**src/rtl/mem_port_arbiter_pkg.sv**
```systemverilog
// -----------------------------------------------------------------------------
// mem_arb_pkg
// Shared types and constants for the main-memory port arbiter.
//   arbState_e : arbiter sequencing states (IDLE, ACCESS, DONE)
//   owner_e    : which cache owns the current transaction (OWN_I / OWN_D)
//   BLOCK_OFFSET_BITS / WORD_OFFSET_BITS : low address bits cleared on
//     128-bit block reads and 32-bit word writes respectively
//   alignAddr  : address alignment helper used when a request is granted
// -----------------------------------------------------------------------------
package mem_arb_pkg;

  typedef enum logic [1:0] {
    IDLE   = 2'd0,
    ACCESS = 2'd1,
    DONE   = 2'd2
  } arbState_e;

  typedef enum logic {
    OWN_I = 1'b0,
    OWN_D = 1'b1
  } owner_e;

  localparam int BLOCK_OFFSET_BITS = 4;
  localparam int WORD_OFFSET_BITS  = 2;

  localparam logic [31:0] BLOCK_MASK = ~((32'd1 << BLOCK_OFFSET_BITS) - 32'd1);
  localparam logic [31:0] WORD_MASK  = ~((32'd1 << WORD_OFFSET_BITS) - 32'd1);

  // Writes are word-aligned, block reads are block-aligned.
  function automatic logic [31:0] alignAddr(input logic [31:0] addr,
                                            input logic        isWrite);
    alignAddr = isWrite ? (addr & WORD_MASK) : (addr & BLOCK_MASK);
  endfunction

endpackage

```
**src/rtl/mem_port_arbiter_if.sv**
```systemverilog
// -----------------------------------------------------------------------------
// mem_port_arbiter_if
// Bundles the two cache request ports and the RAM port of the arbiter.
//   I-cache : ireq_i, iaddr_i                      (block reads only)
//   D-cache : ireq_d, iwe_d, iaddr_d, iwdata_d     (block read or word write)
//   RAM     : oram_addr, oram_wdata, oram_re, oram_we, iram_rdata
//   Status  : odone_i, odone_d, ordata, obusy
// Modports:
//   master : the arbiter side (drives the RAM strobes and done pulses)
//   slave  : the environment side (caches and RAM model)
//
// Handshake: a requester raises its req together with stable addr/we/wdata
// and holds all of them unchanged until the cycle in which its done pulse is
// high; that one-cycle done pulse is the acknowledge and ordata is valid while
// it is high. In the following cycle the requester either drops req or keeps
// it high, in which case the arbiter treats it as a brand-new transaction.
// The RAM samples oram_addr/oram_wdata only while oram_re or oram_we is high
// and must present iram_rdata in the last cycle of a read strobe.
// -----------------------------------------------------------------------------
interface mem_port_arbiter_if;

  logic         ireq_i;
  logic [31:0]  iaddr_i;
  logic         ireq_d;
  logic         iwe_d;
  logic [31:0]  iaddr_d;
  logic [31:0]  iwdata_d;
  logic [127:0] iram_rdata;
  logic [31:0]  oram_addr;
  logic [31:0]  oram_wdata;
  logic         oram_re;
  logic         oram_we;
  logic         odone_i;
  logic         odone_d;
  logic [127:0] ordata;
  logic         obusy;

  modport master (
    input  ireq_i, iaddr_i, ireq_d, iwe_d, iaddr_d, iwdata_d, iram_rdata,
    output oram_addr, oram_wdata, oram_re, oram_we,
    output odone_i, odone_d, ordata, obusy
  );

  modport slave (
    output ireq_i, iaddr_i, ireq_d, iwe_d, iaddr_d, iwdata_d, iram_rdata,
    input  oram_addr, oram_wdata, oram_re, oram_we,
    input  odone_i, odone_d, ordata, obusy
  );

endinterface

```
**src/rtl/mem_port_arbiter.sv**
```systemverilog
// -----------------------------------------------------------------------------
// mem_port_arbiter
// Shares the single main-memory port between the I-cache refill path and the
// D-cache. One transaction at a time; on a simultaneous request the cache that
// was not served last wins. The RAM strobe is held for LATENCY cycles, read
// data is captured in the last strobe cycle and returned with a one-cycle
// done pulse to the owning cache.
//
// Parameters:
//   LATENCY  : RAM access time in cycles, legal range 1..15
// Ports:
//   clk      : clock, all state on the rising edge
//   rst      : asynchronous, active-high reset
//   bus      : request / RAM / status bundle (mem_port_arbiter_if.master)
//   dbgState : current sequencing state, for observation only
// -----------------------------------------------------------------------------
module mem_port_arbiter
  import mem_arb_pkg::*;
#(
  parameter int LATENCY = 4
) (
  input  logic                clk,
  input  logic                rst,
  mem_port_arbiter_if.master  bus,
  output arbState_e           dbgState
);

  arbState_e    state;
  logic [3:0]   cnt;
  owner_e       ownerLast;
  owner_e       ownerLat;
  logic         weLat;

  logic [31:0]  ramAddr;
  logic [31:0]  ramWdata;
  logic         ramRe;
  logic         ramWe;
  logic         doneI;
  logic         doneD;
  logic [127:0] rdataReg;
  logic         busy;

  // Grant selection, evaluated only while IDLE.
  logic         anyReq;
  owner_e       pick;
  logic         pickWe;
  logic [31:0]  pickAddr;

  assign anyReq = bus.ireq_i | bus.ireq_d;

  always_comb begin
    pick     = OWN_I;
    pickWe   = 1'b0;
    pickAddr = bus.iaddr_i;
    // Two-way round robin: on a tie the cache not served last wins.
    if (bus.ireq_i && bus.ireq_d) begin
      pick = (ownerLast == OWN_I) ? OWN_D : OWN_I;
    end else if (bus.ireq_d) begin
      pick = OWN_D;
    end
    if (pick == OWN_D) begin
      pickWe   = bus.iwe_d;
      pickAddr = bus.iaddr_d;
    end
  end

  always_ff @(posedge clk or posedge rst) begin
    if (rst) begin
      state     <= IDLE;
      cnt       <= 4'd0;
      ownerLast <= OWN_I;
      ownerLat  <= OWN_I;
      weLat     <= 1'b0;
      ramAddr   <= 32'd0;
      ramWdata  <= 32'd0;
      ramRe     <= 1'b0;
      ramWe     <= 1'b0;
      doneI     <= 1'b0;
      doneD     <= 1'b0;
      rdataReg  <= 128'd0;
      busy      <= 1'b0;
    end else begin
      case (state)
        IDLE: begin
          if (anyReq) begin
            ownerLat <= pick;
            weLat    <= pickWe;
            // Strobes and address are registered here so they are valid
            // from the very first ACCESS cycle.
            ramAddr  <= alignAddr(pickAddr, pickWe);
            if (pick == OWN_D) begin
              ramWdata <= bus.iwdata_d;
            end
            ramRe    <= ~pickWe;
            ramWe    <= pickWe;
            cnt      <= 4'(LATENCY - 1);
            busy     <= 1'b1;
            state    <= ACCESS;
          end
        end

        ACCESS: begin
          if (cnt == 4'd0) begin
            // Last strobe cycle: RAM data is valid now. Writes keep the
            // previous read data on ordata.
            if (!weLat) begin
              rdataReg <= bus.iram_rdata;
            end
            ownerLast <= ownerLat;
            ramRe     <= 1'b0;
            ramWe     <= 1'b0;
            doneI     <= (ownerLat == OWN_I);
            doneD     <= (ownerLat == OWN_D);
            state     <= DONE;
          end else begin
            cnt <= cnt - 4'd1;
          end
        end

        DONE: begin
          // Requests seen here wait for the next IDLE cycle.
          doneI <= 1'b0;
          doneD <= 1'b0;
          busy  <= 1'b0;
          state <= IDLE;
        end

        default: begin
          state <= IDLE;
        end
      endcase
    end
  end

  assign bus.oram_addr  = ramAddr;
  assign bus.oram_wdata = ramWdata;
  assign bus.oram_re    = ramRe;
  assign bus.oram_we    = ramWe;
  assign bus.odone_i    = doneI;
  assign bus.odone_d    = doneD;
  assign bus.ordata     = rdataReg;
  assign bus.obusy      = busy;
  assign dbgState       = state;

endmodule

```
**src/flat_wrapper.sv**
```systemverilog
// flat-port wrapper written by rule: the top's interface ports become plain ports
module mem_port_arbiter_flat import mem_arb_pkg::*;
#(
  parameter int LATENCY = 4
)
  (clk, rst, dbgState, bus_ireq_i, bus_iaddr_i, bus_ireq_d, bus_iwe_d, bus_iaddr_d, bus_iwdata_d, bus_iram_rdata, bus_oram_addr, bus_oram_wdata, bus_oram_re, bus_oram_we, bus_odone_i, bus_odone_d, bus_ordata, bus_obusy);
  mem_port_arbiter_if bus_i ();
  input  logic clk;
  input  logic rst;
  output arbState_e dbgState;
  input wire logic [$bits(bus_i.ireq_i)-1:0] bus_ireq_i;
  input wire logic [$bits(bus_i.iaddr_i)-1:0] bus_iaddr_i;
  input wire logic [$bits(bus_i.ireq_d)-1:0] bus_ireq_d;
  input wire logic [$bits(bus_i.iwe_d)-1:0] bus_iwe_d;
  input wire logic [$bits(bus_i.iaddr_d)-1:0] bus_iaddr_d;
  input wire logic [$bits(bus_i.iwdata_d)-1:0] bus_iwdata_d;
  input wire logic [$bits(bus_i.iram_rdata)-1:0] bus_iram_rdata;
  output wire logic [$bits(bus_i.oram_addr)-1:0] bus_oram_addr;
  output wire logic [$bits(bus_i.oram_wdata)-1:0] bus_oram_wdata;
  output wire logic [$bits(bus_i.oram_re)-1:0] bus_oram_re;
  output wire logic [$bits(bus_i.oram_we)-1:0] bus_oram_we;
  output wire logic [$bits(bus_i.odone_i)-1:0] bus_odone_i;
  output wire logic [$bits(bus_i.odone_d)-1:0] bus_odone_d;
  output wire logic [$bits(bus_i.ordata)-1:0] bus_ordata;
  output wire logic [$bits(bus_i.obusy)-1:0] bus_obusy;
  assign bus_i.ireq_i = bus_ireq_i;
  assign bus_i.iaddr_i = bus_iaddr_i;
  assign bus_i.ireq_d = bus_ireq_d;
  assign bus_i.iwe_d = bus_iwe_d;
  assign bus_i.iaddr_d = bus_iaddr_d;
  assign bus_i.iwdata_d = bus_iwdata_d;
  assign bus_i.iram_rdata = bus_iram_rdata;
  assign bus_oram_addr = bus_i.oram_addr;
  assign bus_oram_wdata = bus_i.oram_wdata;
  assign bus_oram_re = bus_i.oram_re;
  assign bus_oram_we = bus_i.oram_we;
  assign bus_odone_i = bus_i.odone_i;
  assign bus_odone_d = bus_i.odone_d;
  assign bus_ordata = bus_i.ordata;
  assign bus_obusy = bus_i.obusy;
  mem_port_arbiter #(.LATENCY(LATENCY)) u_core (.clk(clk), .rst(rst), .bus(bus_i), .dbgState(dbgState));
endmodule
```
**config.mk**
```make
export PLATFORM = sky130hd
export DESIGN_NAME = mem_port_arbiter_flat
export DESIGN_NICKNAME = d
export VERILOG_FILES = /design/src/rtl/mem_port_arbiter_pkg.sv /design/src/rtl/mem_port_arbiter_if.sv /design/src/rtl/mem_port_arbiter.sv /design/src/flat_wrapper.sv
export SDC_FILE = /design/constraint.sdc
export NUM_CORES = 1
export LEC_CHECK = 0
export CAP_MARGIN = 20
export CORE_AREA = 2 2 165 167
export DETAILED_ROUTE_END_ITERATION = 8
export DIE_AREA = 0 0 167 169
export GPL_TIMING_DRIVEN = 0
export MAX_ROUTING_LAYER = met4
export PLACE_DENSITY = 0.67
export SYNTH_ARGS = -nofsm -noshare
export SYNTH_HDL_FRONTEND = slang
export SYNTH_SLANG_ARGS = --single-unit
```
**constraint.sdc**
```tcl
create_clock -name clk -period 12.55 [get_ports clk]
set_input_delay 2.51 -clock clk [delete_from_list [all_inputs] [get_ports clk]]
set_output_delay 2.51 -clock clk [all_outputs]
set_load 0.01 [all_outputs]
```
==> results of run 1 <==
area by class of cell:
class	instances	area, um2	area share (%)
Multi-Input combinational cell	326	2684	19.87
Inverter	7	33.78	0.2501
Sequential cell	204	5105	37.79
Buffer	37	252.7	1.871
Clock inverter	5	55.05	0.4075
Clock buffer	37	730.7	5.409
Tap cell	341	426.7	3.158
Timing Repair Buffer	420	4222	31.25
cell families after synthesis:
| kind of cell | synth area share, % |
|---|---|
| flops | 63.30 |
| mux | 22.48 |
| simple gates | 4.329 |
| compound gates | 6.067 |
| buf+inv | 3.460 |
| fa+ha+maj | 0.3103 |
| other cells | 0.04650 |
stage by stage:
| stage | utilization (%) | area, um2 |
|---|---|---|
| after floorplan | - | 8068 |
| after global placement | 47.88 | 12690 |
| after detailed placement | 48.01 | 12720 |
| after CTS | 50.98 | 13510 |
| after global routing | 50.98 | 13510 |
| final | 50.98 | 13510 |
worst max path at each step:
stage                              startpoint                               endpoint  slack [ns]  cells after the start
2_1_floorplan                             rst           u_core.bus.obusy$_DFFE_PP0P_        4.47                      1
3_3_place_gp                              rst   u_core.bus.oram_addr[10]$_DFFE_PP0P_        1.44                      2
3_5_place_dp                       bus_ireq_i  u_core.bus.oram_wdata[12]$_DFFE_PP0P_        8.01                      5
4_1_cts        u_core.bus.odone_d$_DFFE_PP0P_                            bus_odone_d        8.47                      1
5_1_grt                            bus_ireq_i   u_core.bus.oram_wdata[9]$_DFFE_PP0P_        8.43                      5
6_report       u_core.dbgState[1]$_DFFE_PP0P_                            dbgState[1]        8.52                      1
sequential cells by signal (all words and copies together) (netlist names):
register and count:
u_core.bus.oram_addr 30, u_core.weLat 1, u_core.bus.oram_wdata 32, u_core.bus.oram_re 1
u_core.bus.odone_i 1, u_core.bus.odone_d 1, u_core.bus.obusy 1, u_core.dbgState 2
u_core.bus.ordata 128, u_core.ownerLast 1, u_core.bus.oram_we 1, u_core.cnt 4
u_core.ownerLat 1
Yosys cell counts, types with 3 or more instances:
| master | count |
|---|---|
| nand2_1 | 61 |
| a21oi_1 | 31 |
| o21ai_0 | 6 |
| nor2_1 | 4 |
| a31oi_1 | 29 |
| mux2_2 | 161 |
| clkbuf_1 | 17 |
| dfrtp_1 | 204 |
| buf_6 | 14 |
| inv_1 | 7 |
| o2bb2ai_1 | 3 |
| buf_1 | 3 |
routing by layer:
metal | global-route usage (%) | up-vias
met5 | - | -
met4 | 3.973 | 0
met3 | 4.513 | 36
met2 | 29.84 | 279
met1 | 20.39 | 3014
li1 | - | 2907
placed cells by master, fill, tap and decap left out, drive strengths merged, types with 2 or more instances in the layout:
master	synthesis	final
conb	1	2
a21oi	31	31
nor2	4	4
nand2b	2	2
mux2	161	161
clkbuf	17	54
o2bb2ai	3	3
nand2	61	61
or2	2	2
clkinv	0	2
buf	20	21
clkdlybuf4s50	0	419
o21ai	6	6
ha	2	2
dfrtp	204	204
or3b	3	3
nand3	2	2
a31oi	29	29
inv	7	7
nor3	2	2
o31ai	2	2
clkinvlp	0	2
power by group through the flow:
stage,Sequential (mW),Clock (mW),Combinational [mW]
6_report,1.16,0.685,1.51
5_1_grt,1.21,0.735,1.62
4_1_cts,1.16,0.708,1.54
3_5_place_dp,1.17,0,1.54
3_3_place_gp,1.16,0,1.52
2_1_floorplan,1.31,0,0.511
==> results summary, run 1 <==
The run finished with clean final reports. The launch instance of the worst register-to-register path is u_core.dbgState[0]$_DFFE_PP0P_. The number of cells traversed by the worst hold path is 1. Buffers placed on the I/O ports in this run total 419. The internal power came out at 2.349 mW. The wire length of the first global-routing pass is 37.56 mm. The area of the core came out at 26500 um2.

The share of async-settable or async-resettable flops after synthesis came out at 100.0%. The total power of the final layout is 3.361 mW. The number of nets in the layout came out at 1252. The mean instance size in the synthesized netlist is 14.07 um2. Setup violations remaining at the end of the flow were counted as 0. The quantity of gates resized following cts is 0. The post-synthesis register bit count is 204.

The critical path goes through clkdlybuf4s50_1. The number of top-level design ports came out at 428. The die outline width is 167 um.

The worst setup path is captured at an output pin. The count of non-filler cells in the finished layout came out at 1377. The maximum ir drop on the vdd rail is 0.0001253 V. The final sum of negative setup slack is 0 ns. The first-pass iteration count of the detailed router is 4.

The number of max-cap violations is 0. The tree is rooted in a clkbuf_16. For the worst flop-to-flop path, the logic depth is 5. The overall track demand over capacity in global routing is 17.32%. Summed over all nets, wire length on met2 after detailed routing comes to 12.35 mm. The worst-skew pair later-pin latency came out at 0.50 ns.

For this run, the leading register cell type out of synthesis is dfrtp_1. During synthesis, Yosys emitted a total of 0 warnings. The clock network accounts for 20.4% of the total power. The cell type with the highest aggregate area in the netlist is dfrtp_1. Summed over all nets, the switching power comes to 1.013 mW. CTS built an H-tree with a depth of 1. After global routing the overflow that remains totals 0. The number of CTS-inserted buffers came out at 25. Yosys attributes the largest share of cell area to dfrtp_1 63%, mux2_2 22%, nand2_1 2.8%. The worst setup skew after layout came out at 0.009240 ns. The post-detailed-placement half-perimeter wirelength came out at 18.53 mm. The number of routed nets with antenna violations is 0. The actual slew at the worst max-slew pin is 0.6360 ns. The hold buffer count at cts came out at 0. The static leakage is 5.594 nW.

Clock-pin slew was measured on the worst setup and hold paths at 0.06 ns. The detailed router finished its first iteration with 283 violations. The length of routed met3 wiring came out at 1.951 mm. The highest attainable clock frequency is 248.2 MHz. The switching part of the total is 30.13%.

Synthesis produced a netlist whose cell count is 573. The floorplan die area came out at 28220 um2. The routability-driven placement congestion ratio is 0.7567.

The fraction of final layout cells sized beyond drive strength 1 came out at 21.33%. The number of placement rows came out at 60. The number of inserted diodes is 0. The final period demand of the worst path came out at 4.029 ns. STA classifies the critical path startpoint as a flip-flop. The clock passes through at most 3 buffers. The initial standard-cell utilization of the core is 30.43%. The final wirelength is 24.51 mm.

Including well taps, the total number of placed cells is 1335. The number of antenna violations at the first check in global routing is 0. The via count of the first global-routing pass came out at 6605. Data on the critical path is required at its endpoint by 10.04 ns. The max-slew violation count is 0.

The mean number of vias per cell came out at 4.529. The share of synthesized area in the top cell type comes to 63.30%. The family of cells with the greatest summed delay on the critical path is buffers and inverters. Setup repair after global routing left no endpoint under its margin.

The number of remaining DRC errors came out at 0. The number of failing hold endpoints at the final stage came out at 0. The clock net in this run drives a total of 204 sinks.

For hold timing, the worst endpoint is u_core.bus.oram_addr[2]$_DFFE_PP0P_. The power density over the cells is 248.8 nW/um2. The endpoint identified for the worst register-to-register timing path is u_core.bus.oram_wdata[12]$_DFFE_PP0P_. The post-detailed-route wirelength per cell came out at 17.80 um.

The critical-path maximum fanout is 5. The slowest stage cell on the critical path is clkdlybuf4s50_1. The share of total power dissipated in sequential elements is 34.6%.

After filler insertion, the fill cell instance count of the layout stands at 2334. The critical path is of the flip-flop to output pin type. The post-synthesis instance area is 8064 um2. The highest layer touched by signal routing is met4.

Prior to clock tree synthesis, the placed netlist has a worst setup slack of 8.006 ns. The die height is 169 um. The longest individual stage delay on the worst path is 0.60 ns. From synthesis to final layout, the design area changed by 67.53%. The met1 routed wirelength after detailed routing is 9.731 mm. The relative slew slack is 57.60%. Dividing the final minimum period by the clock period gives 32.10%. The worst hold path begins at u_core.bus.oram_addr[2]$_DFFE_PP0P_.

The number of library cell types mapped by synthesis is 37. The sequential fraction of the synthesis area is 63.30%. TritonCTS built the clock tree. The setup slack of the worst register-to-register path came out at 10.37 ns. The maximum number of pins on one net before global-route repair came out at 123. The final route contains 6236 vias. The data arrival time at the worst-slack endpoint came out at 1.52 ns.

The number of flops mapped to enable cells by yosys is 0. Counting both buffers and inverters, the worst setup path holds a total of 1. The path class of the tightest hold or removal check is flip-flop to flip-flop. The share of power burned in combinational logic came out at 45.0%. The post-CTS repair timing setup buffer count is 0. In the post-route analysis, the smallest setup slack over all paths is 8.521 ns. Hold is met by 0.4968 ns.
No activity file was read; power rests on OpenSTA's default activity.
==> run 2, diff against run 1 <==
Clock period 12.55 ns to 3.92 ns, I/O delays scaled along.
==> run 2 against run 1 <==
  * Largest power group unchanged
  * Critical path type unchanged
  * Via count is 1.1% higher
  * Highest routed layer unchanged
  * Sequential cell count did not move
  * Final cell count increased by 0.36%
  * Design area rose by 0.71%
  * Power increased to 3.2 times the previous value
==> results summary, run 2 (synthesis results as in run 1) <==
The flow ran to the end, and the final reports show no timing, DRC or antenna violations. In this run the most critical hold path is launched from u_core.bus.oram_addr[2]$_DFFE_PP0P_. The number of failing hold endpoints at the final stage came out at 0 (unchanged). The path with the worst hold slack has its endpoint at u_core.bus.oram_addr[2]$_DFFE_PP0P_.

The initial standard-cell utilization of the core is 30.43% (unchanged). The static leakage is 5.642 nW (+0.85%). The final wirelength is 24.77 mm (+1.1%). The layout-stage area growth over the synthesis result is 68.72%. The deepest clock path buffer count was 3 (unchanged).

The length in cells of the worst reg-to-reg path is 5 (unchanged). The number of inserted diodes came out at 0 (unchanged). Walking the worst path, the cells encountered are clkdlybuf4s50_1. The floorplan die area is 28220 um2 (unchanged). The category of the worst setup path launch point is a flip-flop. The number of nets in the layout is 1256 (+0.32%). The actual slew at the worst max-slew pin came to 0.6836 ns (+0.04752 ns). The relative slew slack is 54.43% (-3.2 points). The area of the multi-input gates came to 2684 um2 (unchanged). The number of top-level design ports came out at 428 (unchanged). The count of H-tree levels built during CTS came to 1 (unchanged). The worst register-to-register path ends at u_core.bus.oram_wdata[9]$_DFFE_PP0P_.

The post-CTS repair timing setup buffer count is 0 (unchanged). The worst slack at placement came to 1.090 ns (-6.915 ns). The number of cells traversed by the worst hold path came out at 1 (unchanged). The number of buffers and inverters on the critical path came out at 1 (unchanged). The data required time at the worst endpoint came out at 3.14 ns (-6.90 ns). The smallest hold slack was 0.4936 ns (-0.003125 ns). The highest attainable clock frequency is 431.6 MHz.

The number of placement rows is 60 (unchanged). The mean number of vias per cell came out at 4.562 (+0.72%). The wire length of the first global-routing pass came out at 37.84 mm (+0.73%). The top cell types in the final layout, fill and taps aside, are 419 x clkdlybuf4s50_1, 204 x dfrtp_1, 161 x mux2_2, 61 x nand2_1, 31 x a21oi_1. The first-pass iteration count of the detailed router came out at 5 (+1).

The critical-path maximum fanout is 5 (unchanged). The final sum of negative setup slack is 0 ns (unchanged). The number of cells on the critical path came out at 1 (unchanged). STA classifies the critical path endpoint as an output pin. The data arrival time at the worst-slack endpoint came out at 1.53 ns (about the same). The power density over the cells came out at 793.3 nW/um2 (+220%). The via total after detailed routing is 6304 (+1.1%). The routability-driven placement congestion ratio was 0.7580 (+0.17%). The number of port buffers came out at 419 (unchanged). The cell total after placement is 1340 (+0.37%). The count of non-filler cells in the finished layout is 1382 (+0.36%). The class of the tightest hold or removal check is flip-flop to flip-flop. The worst-skew pair later-pin latency was 0.51 ns (about the same). The number of setup violations in the final report came out at 0 (unchanged). The critical path start-end classification is flip-flop to output pin. The maximum number of pins on one net before global-route repair came to 39 (-68%). The clock input transition at the sequential cells of the worst setup and hold paths came out at 0.06 ns (about the same). The number of antenna violations at the first check in global routing is 0 (unchanged). The maximum ir drop on the vdd rail is 0.0005026 V (+300%). The post-detailed-route wirelength per cell is 17.92 um (+0.70%).

The quantity of gates resized following cts is 0 (unchanged). The final period demand of the worst path came out at 2.317 ns. The post-detailed-placement half-perimeter wirelength is 19.17 mm (+3.4%). The post-layout worst setup margin is 1.603 ns (-6.918 ns). The overall track demand over capacity in global routing is 17.46% (+0.14 points).

The register cell area after layout came out at 5105 um2 (unchanged). Clock tree synthesis selected as its root buffer the cell clkbuf_16. The number of remaining DRC errors is 0 (unchanged). The worst setup skew after layout is 0.01536 ns (+0.006124 ns). The slowest stage cell on the critical path is clkdlybuf4s50_1. The number of inserted filler cells in the final layout is 2409 (+3.2%). The leftover overflow at the end of global routing came to 0 (unchanged).

The startpoint identified for the worst register-to-register timing path is u_core.dbgState[0]$_DFFE_PP0P_. The number of routed nets with antenna violations is 0 (unchanged). The number of max-cap violations is 0 (unchanged). The library cell used most frequently in the layout, excluding fill and tap cells, is clkdlybuf4s50_1.

The number of CTS-inserted buffers was 24 (-4.0%). The via count of the first global-routing pass came out at 6725 (+1.8%). Tracing the worst setup path back leads to its startpoint at u_core.dbgState[1]$_DFFE_PP0P_. The die height is 169 um (unchanged). The TritonCTS sink count came to 204 (unchanged). The hold buffer count at cts is 0 (unchanged). The area of the core came out at 26500 um2 (unchanged). The share of the clock period used by the worst path after layout came out at 59.11%. The die outline width was 167 um (unchanged).

The fraction of final layout cells sized beyond drive strength 1 is 21.81% (+0.47 points). The number of DRC markers after the initial detailed-route iteration is 279 (-1.4%). The final core utilization came out at 51.34% (+0.36 points). Setup repair after global routing left no endpoint under its margin.

The flip-flop count of the largest register after layout was 128 (unchanged). The CTS tree is built. The longest individual stage delay on the worst path came to 0.60 ns (about the same). Grouping stages by cell kind, the critical path spends the most delay in buffers and inverters.

The max-slew violation count was 0 (unchanged). The setup slack of the worst register-to-register path is 1.72 ns (-8.65 ns).
## run 2: cell count changes in the layout (fill, tap and decap cells not counted)
cell,before,now
buf_12,0,6
clkbuf_1,23,22
inv_8,1,0
buf_16,1,0
clkbuf_8,6,7
clkinv_2,2,3
## run 2: worst max path at each step
stage                                             to
5_1_grt          u_core.bus.oram_addr[7]$_DFFE_PP0P_
2_1_floorplan           u_core.bus.obusy$_DFFE_PP0P_
3_5_place_dp   u_core.bus.oram_wdata[13]$_DFFE_PP0P_
3_3_place_gp       u_core.bus.ordata[18]$_DFFE_PP0P_
4_1_cts                                  dbgState[1]
6_report                                 dbgState[1]
## run 2: final cells by class
| cell class | instances | share of cell area [%] |
|---|---|---|
| well taps | 341 | 3.136 |
| clock inverters | 5 | 0.3862 |
| multi-input cells | 326 | 19.73 |
| flip-flops and latches | 204 | 37.52 |
| clock buffers | 37 | 5.444 |
| repair buffers | 425 | 31.71 |
| plain buffers | 37 | 1.858 |
| inverters | 7 | 0.2207 |
## run 2: routing by layer
| metal | up-vias | wire length (um) | track usage (%) |
|---|---|---|---|
| met4 | 0 | 312 | 3.373 |
| met3 | 29 | 2054 | 4.840 |
| met5 | - | 0 | - |
| met1 | 3071 | 9730 | 19.71 |
| li1 | 2920 | - | - |
| met2 | 284 | 12670 | 31.15 |
## run 2: where the power goes
part | switching, mW | internal, mW | total [mW]
Clock | 0.848 | 1.36 | 2.20
Combinational | 1.87 | 3.00 | 4.88
Sequential | 0.532 | 3.18 | 3.71
## run 2: per-stage QoR
| stage | area (um2) | power (mW) |
|---|---|---|
| floorplan | 8071 | 5.839 |
| global placement | 12690 | 8.575 |
| detailed placement | 12810 | 8.684 |
| CTS | 13610 | 10.96 |
| global route | 13610 | 11.42 |
| finish | 13610 | 10.79 |
